--- src/rtl/rcv_pkg.sv ---
// Shared types and default sizing for the receive buffer.
package rcv_pkg;

  typedef enum logic {ACCEPT = 1'b0, DISCARD = 1'b1} rcv_state_t;

  localparam int RCV_DATA_W = 8;
  localparam int RCV_DEPTH  = 16;
  localparam int RCV_DROP_W = 16;

endpackage

--- src/rtl/rcv_fifo_mem.sv ---
// FIFO storage with a registered show-ahead read port.
// The read register is loaded with the word at raddr. When that same slot is
// being written this cycle, the incoming word is forwarded straight through.
module rcv_fifo_mem #(
  parameter int DATA_W = 8,
  parameter int DEPTH  = 16,
  localparam int AW    = $clog2(DEPTH)
) (
  input  logic            clk,
  input  logic            rst,
  input  logic            we,
  input  logic [AW-1:0]   waddr,
  input  logic [DATA_W:0] wdata,
  input  logic            ld,
  input  logic [AW-1:0]   raddr,
  output logic [DATA_W:0] rdata
);

  logic [DATA_W:0] mem [DEPTH];

  // Storage array; it is deliberately left uncleared by reset.
  always_ff @(posedge clk) begin
    if (we) mem[waddr] <= wdata;
  end

  // Head register; it holds its value whenever ld is low.
  always_ff @(posedge clk or posedge rst) begin
    if (rst)     rdata <= '0;
    else if (ld) rdata <= (we && waddr == raddr) ? wdata : mem[raddr];
  end

endmodule

--- src/rtl/rcv_buf.sv ---
// Receive channel: a strobed word stream feeds a show-ahead FIFO. There is no
// input backpressure, so on overflow the rest of the offending frame is shed.
module rcv_buf
  import rcv_pkg::*;
#(
  parameter int DATA_W  = RCV_DATA_W,
  parameter int DEPTH   = RCV_DEPTH,
  parameter int DROP_W  = RCV_DROP_W,
  localparam int LVL_W  = $clog2(DEPTH) + 1
) (
  input  logic              clk,
  input  logic              rst,
  input  logic              rcv_in_vld,
  input  logic [DATA_W-1:0] rcv_in_data,
  input  logic              rcv_in_last,
  output logic              rcv_out_vld,
  input  logic              rcv_out_rdy,
  output logic [DATA_W-1:0] rcv_out_data,
  output logic              rcv_out_last,
  output logic [LVL_W-1:0]  rcv_level,
  output logic              rcv_ovf,
  input  logic              ovf_clr,
  output logic [DROP_W-1:0] drop_cnt
);

  localparam int AW = $clog2(DEPTH);

  rcv_state_t      state, state_nxt;
  logic [AW-1:0]   wr_ptr, rd_ptr, head_addr;
  logic [LVL_W-1:0] lvl_nxt;
  logic            pop, push, drop;
  logic [DATA_W:0] head;

  assign pop  = rcv_out_vld & rcv_out_rdy;
  // A full FIFO still takes a word when the head leaves in the same cycle.
  assign push = rcv_in_vld & (state == ACCEPT) &
                ((rcv_level < LVL_W'(DEPTH)) | pop);
  assign drop = rcv_in_vld & ~push;

  // The head slot for next cycle: it advances past the word being popped.
  assign head_addr = pop ? rd_ptr + AW'(1) : rd_ptr;

  // Occupancy after this cycle's push and pop.
  always_comb begin
    lvl_nxt = rcv_level;
    if (push && !pop)      lvl_nxt = rcv_level + LVL_W'(1);
    else if (pop && !push) lvl_nxt = rcv_level - LVL_W'(1);
  end

  rcv_fifo_mem #(.DATA_W(DATA_W), .DEPTH(DEPTH)) u_mem (
    .clk   (clk),
    .rst   (rst),
    .we    (push),
    .waddr (wr_ptr),
    .wdata ({rcv_in_last, rcv_in_data}),
    .ld    (lvl_nxt != '0),
    .raddr (head_addr),
    .rdata (head)
  );

  assign rcv_out_vld  = (rcv_level != '0);
  assign rcv_out_data = head[DATA_W-1:0];
  assign rcv_out_last = head[DATA_W];

  // Pointers wrap modulo DEPTH. The level tracks push and pop.
  always_ff @(posedge clk or posedge rst) begin
    if (rst) begin
      wr_ptr    <= '0;
      rd_ptr    <= '0;
      rcv_level <= '0;
    end else begin
      if (push) wr_ptr <= wr_ptr + AW'(1);
      if (pop)  rd_ptr <= rd_ptr + AW'(1);
      rcv_level <= lvl_nxt;
    end
  end

  // Frame-drop FSM state register.
  always_ff @(posedge clk or posedge rst) begin
    if (rst) state <= ACCEPT;
    else     state <= state_nxt;
  end

  // Once a word is dropped mid-frame, discard everything up to and including
  // the frame end, so that no partial tail reaches the consumer.
  always_comb begin
    state_nxt = state;
    case (state)
      ACCEPT:  if (drop && !rcv_in_last)      state_nxt = DISCARD;
      DISCARD: if (rcv_in_vld && rcv_in_last) state_nxt = ACCEPT;
      default: state_nxt = ACCEPT;
    endcase
  end

  // Sticky overflow flag and saturating drop count. A drop in the same cycle
  // as a clear wins, so that the new drop is not lost.
  always_ff @(posedge clk or posedge rst) begin
    if (rst) begin
      rcv_ovf  <= 1'b0;
      drop_cnt <= '0;
    end else if (drop) begin
      rcv_ovf  <= 1'b1;
      if (ovf_clr)        drop_cnt <= DROP_W'(1);
      else if (~&drop_cnt) drop_cnt <= drop_cnt + DROP_W'(1);
    end else if (ovf_clr) begin
      rcv_ovf  <= 1'b0;
      drop_cnt <= '0;
    end
  end

endmodule
--- config.mk ---
export PLATFORM = sky130hd
export DESIGN_NAME = rcv_buf
export DESIGN_NICKNAME = d
export VERILOG_FILES = /design/src/rtl/rcv_pkg.sv /design/src/rtl/rcv_fifo_mem.sv /design/src/rtl/rcv_buf.sv
export SDC_FILE = /design/constraint.sdc
export NUM_CORES = 1
export LEC_CHECK = 0
export CORE_ASPECT_RATIO = 0.75
export CORE_MARGIN = 1.5
export CORE_UTILIZATION = 55
export DETAILED_ROUTE_END_ITERATION = 16
export PLACE_DENSITY = 0.74
export SLEW_MARGIN = 20
export SYNTH_ARGS = -nofsm -noshare
export SYNTH_HDL_FRONTEND = slang
export SYNTH_SLANG_ARGS = --single-unit
--- constraint.sdc ---
create_clock -name clk -period 5.06 [get_ports clk]
set_input_delay 0.506 -clock clk [delete_from_list [all_inputs] [get_ports clk]]
set_output_delay 0.506 -clock clk [all_outputs]
set_load 0.1 [all_outputs]
* Word level (Yosys, flattened, before mapping) *
Memories as Yosys holds them, arrays and structs flattened. A register that Yosys moved wholly into a read port is not among the register bits.
Index checks and enable logic that the tools add are counted.

cells by class
  reduce and logical (&&, ||, !) cells = 12
  bitwise gates (word level) = 7
  add/subtract/negate cells = 5
  multiplexer cells = 14
  magnitude comparators = 1
  shift operators = 0
  equal/unequal tests = 1
  multiply operators = 0
  div/mod/pow operators = 0

operators by type and width
  cell                                                count
  2-to-1 mux 16 bit                                   4
  adder 16 x 1 -> 16 bit (second input constant)      1
  AND reduction 16 bit                                1
  2-to-1 mux 5 bit                                    2
  nonzero test 5 bit                                  2
  adder 4 x 1 -> 4 bit (second input constant)        2
  2-to-1 mux 1 bit                                    6
  adder 5 x 1 -> 5 bit (second input constant)        1
  less-than comparator 5 bit (second input constant)  1
  subtractor 5 x 1 -> 5 bit (second input constant)   1
  AND 1 bit                                           4
  logical AND 1 bit                                   4
  2-to-1 mux 4 bit                                    1
  zero test 1 bit                                     3
  inequality test 2 bit (second input constant)       1
  inverter 1 bit                                      2
  case mux 1 bit (2 select lines)                     1
  AND reduction 2 bit                                 1
  nonzero test 2 bit                                  1
  OR 1 bit                                            1

word-level totals
  output and inout bits = 32
  bits of input ports = 14
  bits in registers = 31
  word-level logic and storage cells = 47
  bits in read-only memories = 0
  memories = 1
  memory bits (writable) = 144
  latch bits = 0

memories
  memory     words  width  rd ports  clocked after memory_dff  wr ports  RTL line            text
  u_mem.mem  16     9      1         1                         1         rcv_fifo_mem.sv:19  logic [DATA_W:0] mem [DEPTH];

* Logic depth before layout (Yosys ltp) *
Gate-level depths: netlist of run 1.

  depth in word-level cells = 9
  gate-level depth with buffers = 13
  depth with buffers taken out = 10

* Hierarchy *
A second synthesis of run 1 with hierarchy kept.

unflattened totals
  cell total of the unflattened synthesis = 457
  area, all modules = 7,737.4 µm²

modules (own cells, without submodules)
  module        cells an instance  sequential area each (µm²)  area each (µm²)  times used
  rcv_fifo_mem  285                4,549.4                     6,040.8          1
  rcv_buf       172                775.7                       1,696.6          1

* Worst setup path after synthesis of run 1 *
OpenSTA, ideal clock, no wires.

  kind = register to register
  start point = register rcv_level[0]
  end point = register u_mem.rdata[1] (read register of u_mem.mem)
  data arrival time = 3.540 ns
  stages on the path, launching flop included = 13
  library setup time = 0.081 ns
  required time = 4.979 ns
  period minus slack after synthesis = 3.621 ns
  setup slack = 1.439 ns
  buffers on the path = 2
  cell sequence = dfrtp_1 inv_1 ha_1 nor4b_4 inv_2 buf_2 o211ai_1 a221o_1 o2111ai_1 clkbuf_1 o41ai_1 nand3b_1 a31oi_2

on the way
  cells in the longest elaborated chain, start to end = 9
  elaborated cells between the ends (all ways) = 15
  classes of those cells = add/sub: 2; order compare: 1; mux: 3; bitwise: 3; reduce/logical: 6

RTL lines
  item                    RTL line            text
  start, declared         rcv_buf.sv:20       output logic [LVL_W-1:0] rcv_level,
  start signal, assigned  rcv_buf.sv:74       rcv_level <= lvl_nxt;
  nonzero test 5 bit (*)  rcv_buf.sv:61       assign rcv_out_vld = (rcv_level != '0);
  net rcv_out_vld         rcv_buf.sv:16       output logic rcv_out_vld,
  AND 1 bit (*)           rcv_buf.sv:34       assign pop = rcv_out_vld & rcv_out_rdy;
  OR 1 bit                rcv_buf.sv:37       ((rcv_level < LVL_W'(DEPTH)) | pop);
  AND 1 bit               rcv_buf.sv:36       assign push = rcv_in_vld & (state == ACCEPT) &
  zero test 1 bit         rcv_buf.sv:47       else if (pop && !push) lvl_nxt = rcv_level - LVL_W'(1);
  logical AND 1 bit       rcv_buf.sv:47
  2-to-1 mux 5 bit        rcv_buf.sv:47
  2-to-1 mux 5 bit        rcv_buf.sv:46       if (push && !pop) lvl_nxt = rcv_level + LVL_W'(1);
  nonzero test 5 bit      rcv_buf.sv:56       .ld (lvl_nxt != '0),
  end, declared           rcv_fifo_mem.sv:16  output logic [DATA_W:0] rdata

The timed path passes the listed nets; every way through them passes the cells marked *.
A chain may end at the register's enable or synchronous reset.

* Final worst setup path of run 1 *
  start point = register rd_ptr[0]
  end point = register u_mem.rdata[4] (read register of u_mem.mem)

on the way
  cells in the longest elaborated chain, start to end = 2

RTL lines
  item                    RTL line       text
  start, declared         rcv_buf.sv:29  logic [AW-1:0] wr_ptr, rd_ptr, head_addr;
  start signal, assigned  rcv_buf.sv:73  if (pop) rd_ptr <= rd_ptr + AW'(1);
  adder 4 x 1 -> 4 bit    rcv_buf.sv:41  assign head_addr = pop ? rd_ptr + AW'(1) : rd_ptr;
  2-to-1 mux 4 bit (*)    n/a

Mark *: on every way between the ends. The rest lies on a longest branch, timed or not.

==> flow_summary.ini, run 1 <==
[run_status]
outcome = complete, no violations

[clock_tree]
cts-buffers-inserted = 17
cts_root_buffer = clkbuf_16
cts_setup_buffers = 0
clk_path_buf_depth = 2
cts.clk_slew.worst_paths_ns = 0.07
cts_tree = yes
cts_sinks = 184
clk_latency_ns = 0.43
cts_htree_levels = 4
cts_resized = 0
ctsHoldBuffers = 0

[worst_setup_path]
critPathMaxStageDelay_ns = 0.83
end_kind = register
worst-path-buf-inv = 1
required_ns = 5.33
r2r_cells = 8
r2r_end = u_mem.rdata[4]
path_max_fanout = 35
path_common_cell = a31oi_1
cp.arrival_ns = 3.95
slowest_stage = dfrtp_2
r2r_slack_ns = 1.38
start_kind = register
critPathTopFamily = compound AO/OA/AOI/OAI gates
path_cells = ha_1 -> nor2b_1 -> and3_1 -> a2111oi_0 -> buf_4 -> a31oi_1 -> nand4_1 -> a31oi_1
timing.rr.start = rd_ptr[0]
path_class = register to register

[routing]
via_per_inst = 6.96
ant_nets = 0
first_iter_violations = 1003
wire_per_inst_um = 24.4
wl_um = 23500
drc_errors = 0
num_vias = 6707
firstDrtPassIters = 8

[yosys]
synth_ff_type = edfxtp_1
synth_edf_count = 144
synth_sequential_area_ratio_pct = 59.0
synth_area_leader_cell = edfxtp_1
synthTopCellsByArea = edfxtp_1 (48%), dfrtp_1 (11%), a221oi_1 (8.1%)
ys_async_sr_fraction_pct = 21.7
netlist_area_um2 = 9020
yosys_warnings = 0
synth_top_area_share_pct = 47.9
ys_seq_elements = 184
synth_cell_types = 65
synth_nets = 742
postSynthAreaPerCell_um2 = 12.5
synth_cells = 719

[hold_path]
min_path_type = primary input to async pin

[floorplanning]
die_h_um = 114
pin_count = 46
die-area_um2 = 17200
core_area_um2 = 16000
start_util_pct = 56.3
num_rows = 40
die_w_um = 151

[sta]
timing.fmax_ghz = 0.272
setup_viol_count_final = 0
min_period_ns = 3.68
setup_tns_ns = 0
finalMaxSlewViolations = 0
period_share_pct = 72.7
finClkSkew_ns = 0.00633
hold_viol = 0
worst_pin_slew_ns = 1.02
relSlewSlack_pct = 31.8
rsz0062_at_grt = no

[global_route]
grt_pass1_vias = 6341
grt_pass1_wl_um = 36200
grt_remaining_overflow = 0
grtUsageTotal_pct = 28.5
antenna_found_initial = 0
grt_start_max_net_pins = 58

[layout]
layout.nets = 763
drive_gt1_share_pct = 8.90
antennaDiodeCount = 0
fin_cells = 963
areaGrowthSynthToFinish_pct = 13.6

[placed_design]
dp_cells = 930
hpwl_um = 15000
globalplace.congestion = 0.846
numPortBuffers = 45

[run]
cap_violations = 0

[power_and_ir_drop]
irDropWorstVdd_v = 0.000314
p_per_area_nw_per_um2 = 628
power_leakage_nw = 3.56
-- metrics by stage --
step	util, %	cell area (um2)	worst slack (ns)	total power [mW]	hold slack, ns
4_1_cts	63.8	10200	1.35	6.38	0.526
3_3_place_gp	59.9	9590	1.33	4.88	0.509
6_report	64.0	10200	1.38	6.43	0.503
2_1_floorplan	-	9020	1.44	4.23	0.512
5_1_grt	64.0	10200	1.16	6.72	0.561
3_5_place_dp	59.9	9590	1.14	4.98	0.524
-- synth_stat cells (3+ instances only) --
cell       count
a2111oi_0      9
a211oi_1       7
a21oi_1       11
a221oi_1      83
a22o_1         7
a22oi_1        3
a2bb2oi_1      4
a31oi_1       23
and2_1        19
and3_1        15
and4_1         5
buf_2         13
buf_6          3
clkbuf_1      40
dfrtp_1       40
edfxtp_1     144
ha_1           9
inv_1         13
mux2i_1       19
mux4_2         7
nand2_1       49
nand2b_1       6
nand3_1        9
nand4_1       17
nor2_1        41
nor2b_1        6
nor3_1        14
nor3b_1        4
o211ai_1       3
o21ai_0        6
o22a_1        18
o22ai_1        3
o2bb2ai_1      7
xnor2_1        9
xor2_1        14
-- layer usage --
layer / track usage, % / wire (um)
met5: 0 / 0
met4: 9.19 / 438
met3: 6.80 / 2060
met2: 42.9 / 10800
met1: 41.1 / 10100
-- cell families (layout without fill, tap and decap cells) --
kind of cell	Yosys count	after routing	synth area share, %
buf+inv	72	106	3.43
fa+ha+maj	9	9	1.25
xor+xnor	23	23	2.23
flops	184	184	59.0
compound gates	206	206	18.6
simple gates	198	198	11.5
mux	27	27	3.98
-- state kept, by name, indices dropped and copies added (netlist names) --
name and cells:
rcv_level 5, rcv_ovf 1, drop_cnt 16, u_mem.rdata 9, state 1, rd_ptr 4, u_mem.mem 144, wr_ptr 4
-- cell type report --
cell class,instances,area [um2]
clock buffers,18,429
multi-input cells,463,3400
well taps,210,263
flip-flops and latches,184,5330
fillers,1164,5770
inverters,14,52.6
clock inverters,14,193
repair buffers,60,583
-- worst register-to-register path: stages, from the launching register on --
cell,delay [ns]
dfrtp_2,0.83
ha_1,0.81
nor2b_1,0.17
and3_1,0.44
a2111oi_0,0.75
buf_4,0.25
a31oi_1,0.05
nand4_1,0.12
a31oi_1,0.11
-- power breakdown --
part | leakage [nW] | switching, mW | internal [mW] | total, mW
Combinational | 1.46 | 1.92 | 1.06 | 2.98
Sequential | 1.80 | 0.241 | 1.81 | 2.05
Clock | 0.301 | 0.573 | 0.830 | 1.40
-- worst max path at each step --
stage / from / to / cells after the start
detailed placement: rcv_out_rdy / u_mem.rdata[0] / 8
finish: rd_ptr[0] / u_mem.rdata[4] / 8
CTS: rd_ptr[0] / u_mem.rdata[4] / 8
global placement: rcv_out_rdy / u_mem.rdata[0] / 8
floorplan: rcv_level[0] / u_mem.rdata[1] / 12
global route: rd_ptr[0] / u_mem.rdata[4] / 8
-- layout by cell type, fill, tap and decap left out, types with 3 or more instances in the layout --
cell type	instances
xnor2_1	9
dfrtp_1	39
a22oi_1	3
xor2_1	14
nand3_1	9
and3_1	15
clkinv_1	3
bufinv_16	4
and4_1	5
nand2_1	49
o2bb2ai_1	7
nor2b_1	6
mux4_2	7
nand4_1	17
inv_6	4
o211ai_1	3
a211oi_1	7
o22a_1	18
a221oi_1	83
nand2b_1	6
a21oi_1	10
mux2i_1	19
nor3b_1	4
a2bb2oi_1	4
a31oi_1	23
a22o_1	7
edfxtp_1	144
a2111oi_0	9
and2_1	19
ha_1	9
o21ai_0	6
o22ai_1	3
inv_1	12
buf_4	14
nor3_1	14
nor2_1	41
clkdlybuf4s50_1	45
clkbuf_16	17
Power figures use the tool's default switching activity.
==> inputs of run 2 (changes only) <==
- CORE_UTILIZATION: 55 -> 54
- PLACE_DENSITY: 0.74 -> 0.76
- clock period: 5.06 -> 3.3 ns (I/O delays scaled with it)
==> run 2 against run 1 <==
  * Non-clock buffer count increased by 18
  * Count of clock-buffer cells in the layout rose by 6
  * Sequential cell count unchanged
  * Sequential power up 49%
  * Cell area grew 1.1%
  * Clock skew is 0.0091 ns higher
  * First-iteration DRC count fell by 0.80%
  * Sequential share of layout area down 0.57 points
  * Critical endpoint is now u_mem.rdata[5]
==> flow_summary.ini, run 2 (synthesis gave the netlist of run 1 again) <==
[worst_setup_path]
crit_end = u_mem.rdata[5]
end_kind = register
r2r_slack_ns = 0.19
cp.arrival_ns = 3.43
r2r_cells = 11
critPathMaxStageDelay_ns = 0.64
worst-path-buf-inv = 3
slowest_stage = a2111oi_0
r2r_end = u_mem.rdata[5]
path_class = register to register
path_cells = inv_1 -> ha_1 -> nor4b_4 -> inv_2 -> nand2_1 -> buf_4 -> o2bb2ai_1 -> a2111oi_0 -> a31oi_1 -> nand4_1 -> a31oi_1
path_max_fanout = 19
path_common_cell = a31oi_1
critPathTopFamily = compound AO/OA/AOI/OAI gates
required_ns = 3.62
timing.rr.start = rcv_level[0]
start_kind = register
startpoint = rcv_level[0]
worst-path-stages = 11

[placed_design]
hpwl_um = 14900
pre_cts_ws_ns = 0.0882
globalplace.congestion = 0.867
placed_cell_area_um2 = 9780
dp_cells = 948
numPortBuffers = 45

[floorplanning]
pin_count = 46
die_w_um = 152
die-area_um2 = 17500
core_area_um2 = 16200
die_h_um = 115
start_util_pct = 55.8
num_rows = 40

[power_and_ir_drop]
seqPwrFrac_pct = 30.7
finalPower_mw = 9.93
switching_power_mw = 4.25
p_per_area_nw_per_um2 = 959
power_leakage_nw = 3.62
intPower_mw = 5.68
clkPwrFrac_pct = 20.0
irDropWorstVdd_v = 0.000543
sw_frac_of_total_pct = 42.8
power_frac_comb_pct = 49.3

[sta]
hold_viol = 0
holdWs_ns = 0.297
timing.fmax_ghz = 0.322
setup_viol_count_final = 0
period_share_pct = 94.2
rsz0062_at_grt = no
finClkSkew_ns = 0.0155
finalMaxSlewViolations = 0
fin_ws_ns = 0.192
worst_pin_slew_ns = 0.992
setup_tns_ns = 0
relSlewSlack_pct = 33.6
min_period_ns = 3.11

[clock_tree]
clk_path_buf_depth = 2
cts_tree = yes
cts_htree_levels = 4
cts.clk_slew.worst_paths_ns = 0.06
cts-buffers-inserted = 17
cts_sinks = 184
clk_latency_ns = 0.45
cts_root_buffer = clkbuf_16

[layout]
regMostFlops = u_mem.mem
antennaDiodeCount = 0
final_common_cell = edfxtp_1
utilization_pct = 64.1
layout.nets = 781
design_area_um2 = 10400
reg.largest.list = u_mem.mem: 144 flops, drop_cnt: 16 flops, u_mem.rdata: 9 flops
areaGrowthSynthToFinish_pct = 14.9
drive_gt1_share_pct = 11.0
fillerInstances = 1153
mostFrequentLayoutCells = edfxtp_1 (144), a221oi_1 (83), nand2_1 (49)
largest_reg_flops = 144
fin_cells = 981

[routing]
drc_errors = 0
firstDrtPassIters = 6
first_iter_violations = 995
wl_um = 23000
wire_per_inst_um = 23.5
ant_nets = 0
num_vias = 6852
via_per_inst = 6.98

[global_route]
grt_pass1_vias = 6404
grt_remaining_overflow = 0
grt_start_max_net_pins = 81
grtUsageTotal_pct = 27.2
grt_pass1_wl_um = 36200
antenna_found_initial = 0

[run_status]
outcome = complete, no violations

[hold_path]
min_path_type = primary input to async pin

[run]
cap_violations = 0
[run 2: cell count changes in the layout (fill, tap and decap cells not counted), moves of 2 or more]
cell,previous run,this run
buf_4,14,30
dfrtp_2,1,3
clkbuf_1,1,6
inv_6,4,0
dfrtp_1,39,37
bufinv_16,4,2
buf_12,0,4
[run 2: worst min path at each step]
stage               start           end  slack (ns)  cells past startpoint
4_1_cts               rst     wr_ptr[1]        0.32                      2
2_1_floorplan  rcv_in_vld         state        0.41                      1
3_3_place_gp      rcv_ovf       rcv_ovf        0.51                      2
3_5_place_dp      rcv_ovf       rcv_ovf        0.53                      2
5_1_grt               rst  drop_cnt[12]        0.36                      2
6_report              rst   drop_cnt[1]        0.30                      2
[run 2: area by class of cell]
type	instances	area [um2]	share of cell area, %
Sequential cell	184	5330	51.4
Multi-Input combinational cell	463	3410	32.9
Timing Repair Buffer	78	746	7.20
Clock buffer	24	462	4.46
Tap cell	210	263	2.54
Clock inverter	8	103	0.990
Inverter	14	52.6	0.507
[run 2: what timing repair did]
item	4_1_cts	5_1_grt
gates resized for setup	0	3
setup buffers	0	1
hold buffers	0	0
endpoints found under the setup margin	0	9
[run 2: power groups by stage]
stage / clock (mW) / sequential (mW) / combinational [mW]
floorplan: 0 / 3.65 / 2.84
global placement: 0 / 3.06 / 4.65
detailed placement: 0 / 3.08 / 4.78
CTS: 2.00 / 3.03 / 4.81
global route: 2.09 / 3.08 / 5.18
finish: 1.99 / 3.05 / 4.90
[run 2: layer usage]
layer / part of all wire (%) / vias to the layer above / wire length (um) / global-route usage [%]
li1: - / 2977 / - / -
met1: 43 / 3339 / 9800 / 39.2
met2: 45 / 486 / 10400 / 41.9
met3: 11 / 50 / 2440 / 5.80
met4: 1.7 / 0 / 400 / 8.28
met5: 0 / - / 0 / 0
==> inputs of run 3 (changes only) <==
- ABC_CLOCK_PERIOD_IN_PS: default -> 3300
- CORE_UTILIZATION: 54 -> 55
- CTS_BUF_LIST: default -> sky130_fd_sc_hd__clkbuf_2 sky130_fd_sc_hd__clkbuf_4 sky130_fd_sc_hd__clkbuf_8
- PLACE_DENSITY: 0.76 -> 0.77
==> run 3 against run 2 <==
  * Wire length about the same
  * Utilization decreased by 0.58 points
  * Cell area decreased by 1.8%
  * Critical endpoint is now u_mem.rdata[1]
  * Clock skew increased by 0.0019 ns
  * Clock power decreased by 23%
  * Largest cell class unchanged
  * First-iteration DRC count decreased by 32%
  * Sequential power about the same
  * Worst setup slack improved by 0.011 ns
  * Cell count increased by 0.10%
==> flow_summary.ini, run 3 (synthesis gave the netlist of run 1 again) <==
[run_status]
outcome = complete, no violations

[routing]
drc_errors = 0
wl_um = 23000
drt-met1-wl_um = 9690
firstDrtPassIters = 5
wl_met3_um = 2210
ant_nets = 0
first_iter_violations = 677
via_per_inst = 6.84
wire_per_inst_um = 23.4
num_vias = 6716
wl_met2_um = 10700
top_layer_used = met4

[worst_setup_path]
end_kind = register
path_class = register to register
path_max_fanout = 21
worst-path-buf-inv = 3
start_kind = register
slowest_stage = and2_1
critPathMaxStageDelay_ns = 0.49
path_cells = inv_1 -> ha_1 -> nor4b_4 -> inv_2 -> and2_1 -> buf_4 -> a221oi_1 -> nor2_1 -> a2bb2oi_1 -> nand3b_1 -> a31oi_2
critPathTopFamily = simple AND/OR/NAND/NOR gates
required_ns = 3.70
cp.arrival_ns = 3.50

[power_and_ir_drop]
irDropWorstVdd_v = 0.000537
finalPower_mw = 9.36
power_leakage_nw = 3.56
p_per_area_nw_per_um2 = 920

[placed_design]
globalplace.congestion = 0.869
hpwl_um = 14800
pre_cts_ws_ns = 0.0488
numPortBuffers = 45

[sta]
setup_viol_count_final = 0
finClkSkew_ns = 0.0173
setup_tns_ns = 0
worst_pin_slew_ns = 0.987
period_share_pct = 93.9
min_period_ns = 3.10
holdWs_ns = 0.288
finalMaxSlewViolations = 0
hold_viol = 0
rsz0062_at_grt = no
timing.fmax_ghz = 0.323
relSlewSlack_pct = 34.0
fin_ws_ns = 0.203

[global_route]
grtUsageTotal_pct = 28.0
grt_pass1_vias = 6609
antenna_found_initial = 0
grt_remaining_overflow = 0
grt_start_max_net_pins = 56
grt_pass1_wl_um = 35800

[floorplanning]
die-area_um2 = 17200
pin_count = 46
die_h_um = 114
start_util_pct = 56.3
num_rows = 40
core_area_um2 = 16000
die_w_um = 151

[layout]
mostFrequentLayoutCells = edfxtp_1 (144), a221oi_1 (83), nand2_1 (49)
final_common_cell = edfxtp_1
drive_gt1_share_pct = 11.9
areaGrowthSynthToFinish_pct = 12.8
reg.largest.list = u_mem.mem: 144 flops, drop_cnt: 16 flops, u_mem.rdata: 9 flops
regMostFlops = u_mem.mem
fillerInstances = 1207
antennaDiodeCount = 0
layout.nets = 782
largest_reg_flops = 144

[clock_tree]
cts_tree = yes
cts_sinks = 184
ctsHoldBuffers = 0
cts_root_buffer = clkbuf_8
cts.clk_slew.worst_paths_ns = 0.09
clk_latency_ns = 0.48
cts-buffers-inserted = 17
cts_htree_levels = 4
clk_path_buf_depth = 2

[run]
cap_violations = 0

[hold_path]
min_path_type = primary input to async pin
[run 3: cell type report]
| cell class | instances | area, um2 | share of cell area, % |
|---|---|---|---|
| Sequential cell | 184 | 5330 | 52.4 |
| Multi-Input combinational cell | 463 | 3400 | 33.5 |
| Timing Repair Buffer | 79 | 728 | 7.16 |
| Clock buffer | 24 | 299 | 2.94 |
| Tap cell | 210 | 263 | 2.58 |
| Clock inverter | 8 | 96.3 | 0.947 |
| Inverter | 14 | 52.6 | 0.517 |
[run 3: final timing paths]
path	slack, ns	from	to	depth (start not counted)
worst max-delay path	0.20	rcv_level[1]	u_mem.rdata[1]	11
worst min-delay path	0.29	rst	drop_cnt[1]	3
worst max register to register	0.20	rcv_level[1]	u_mem.rdata[1]	11
worst min register to register	0.54	rcv_ovf	rcv_ovf	2
max in group asynchronous	2.59	rst	rcv_level[0]	3
min in group clk	0.46	rcv_in_vld	state	2
[run 3: through the flow]
stage | utilization, % | instance area (um2) | std cells
detailed placement | 60.9 | 9750 | 948
finish | 63.5 | 10200 | 982
CTS | 63.4 | 10100 | 980
global route | 63.5 | 10200 | 982
global placement | 60.9 | 9750 | 948
floorplan | - | 9020 | 719
[run 3: timing repair]
action | 4_1_cts | 5_1_grt
gates resized for setup | 0 | 1
endpoints found under the setup margin | 0 | 9
setup buffers | 0 | 2
[run 3: metal layers]
metal  up-vias  GRT usage [%]
li1       2973              -
met1      3353           39.7
met2       355           42.6
met3        35           6.28
met4         0           10.4
met5         -              0
[run 3: tightest hold or removal path, stage by stage]
cell	delay [ns]
clkdlybuf4s50_1	0.40
clkinv_1	0.04
buf_4	0.44
[run 3: power by group]
group	internal (mW)	switching (mW)	leakage (nW)	total, mW
registers	2.77	0.266	1.79	3.04
clock network	0.755	0.773	0.213	1.53
logic	1.72	3.08	1.55	4.79
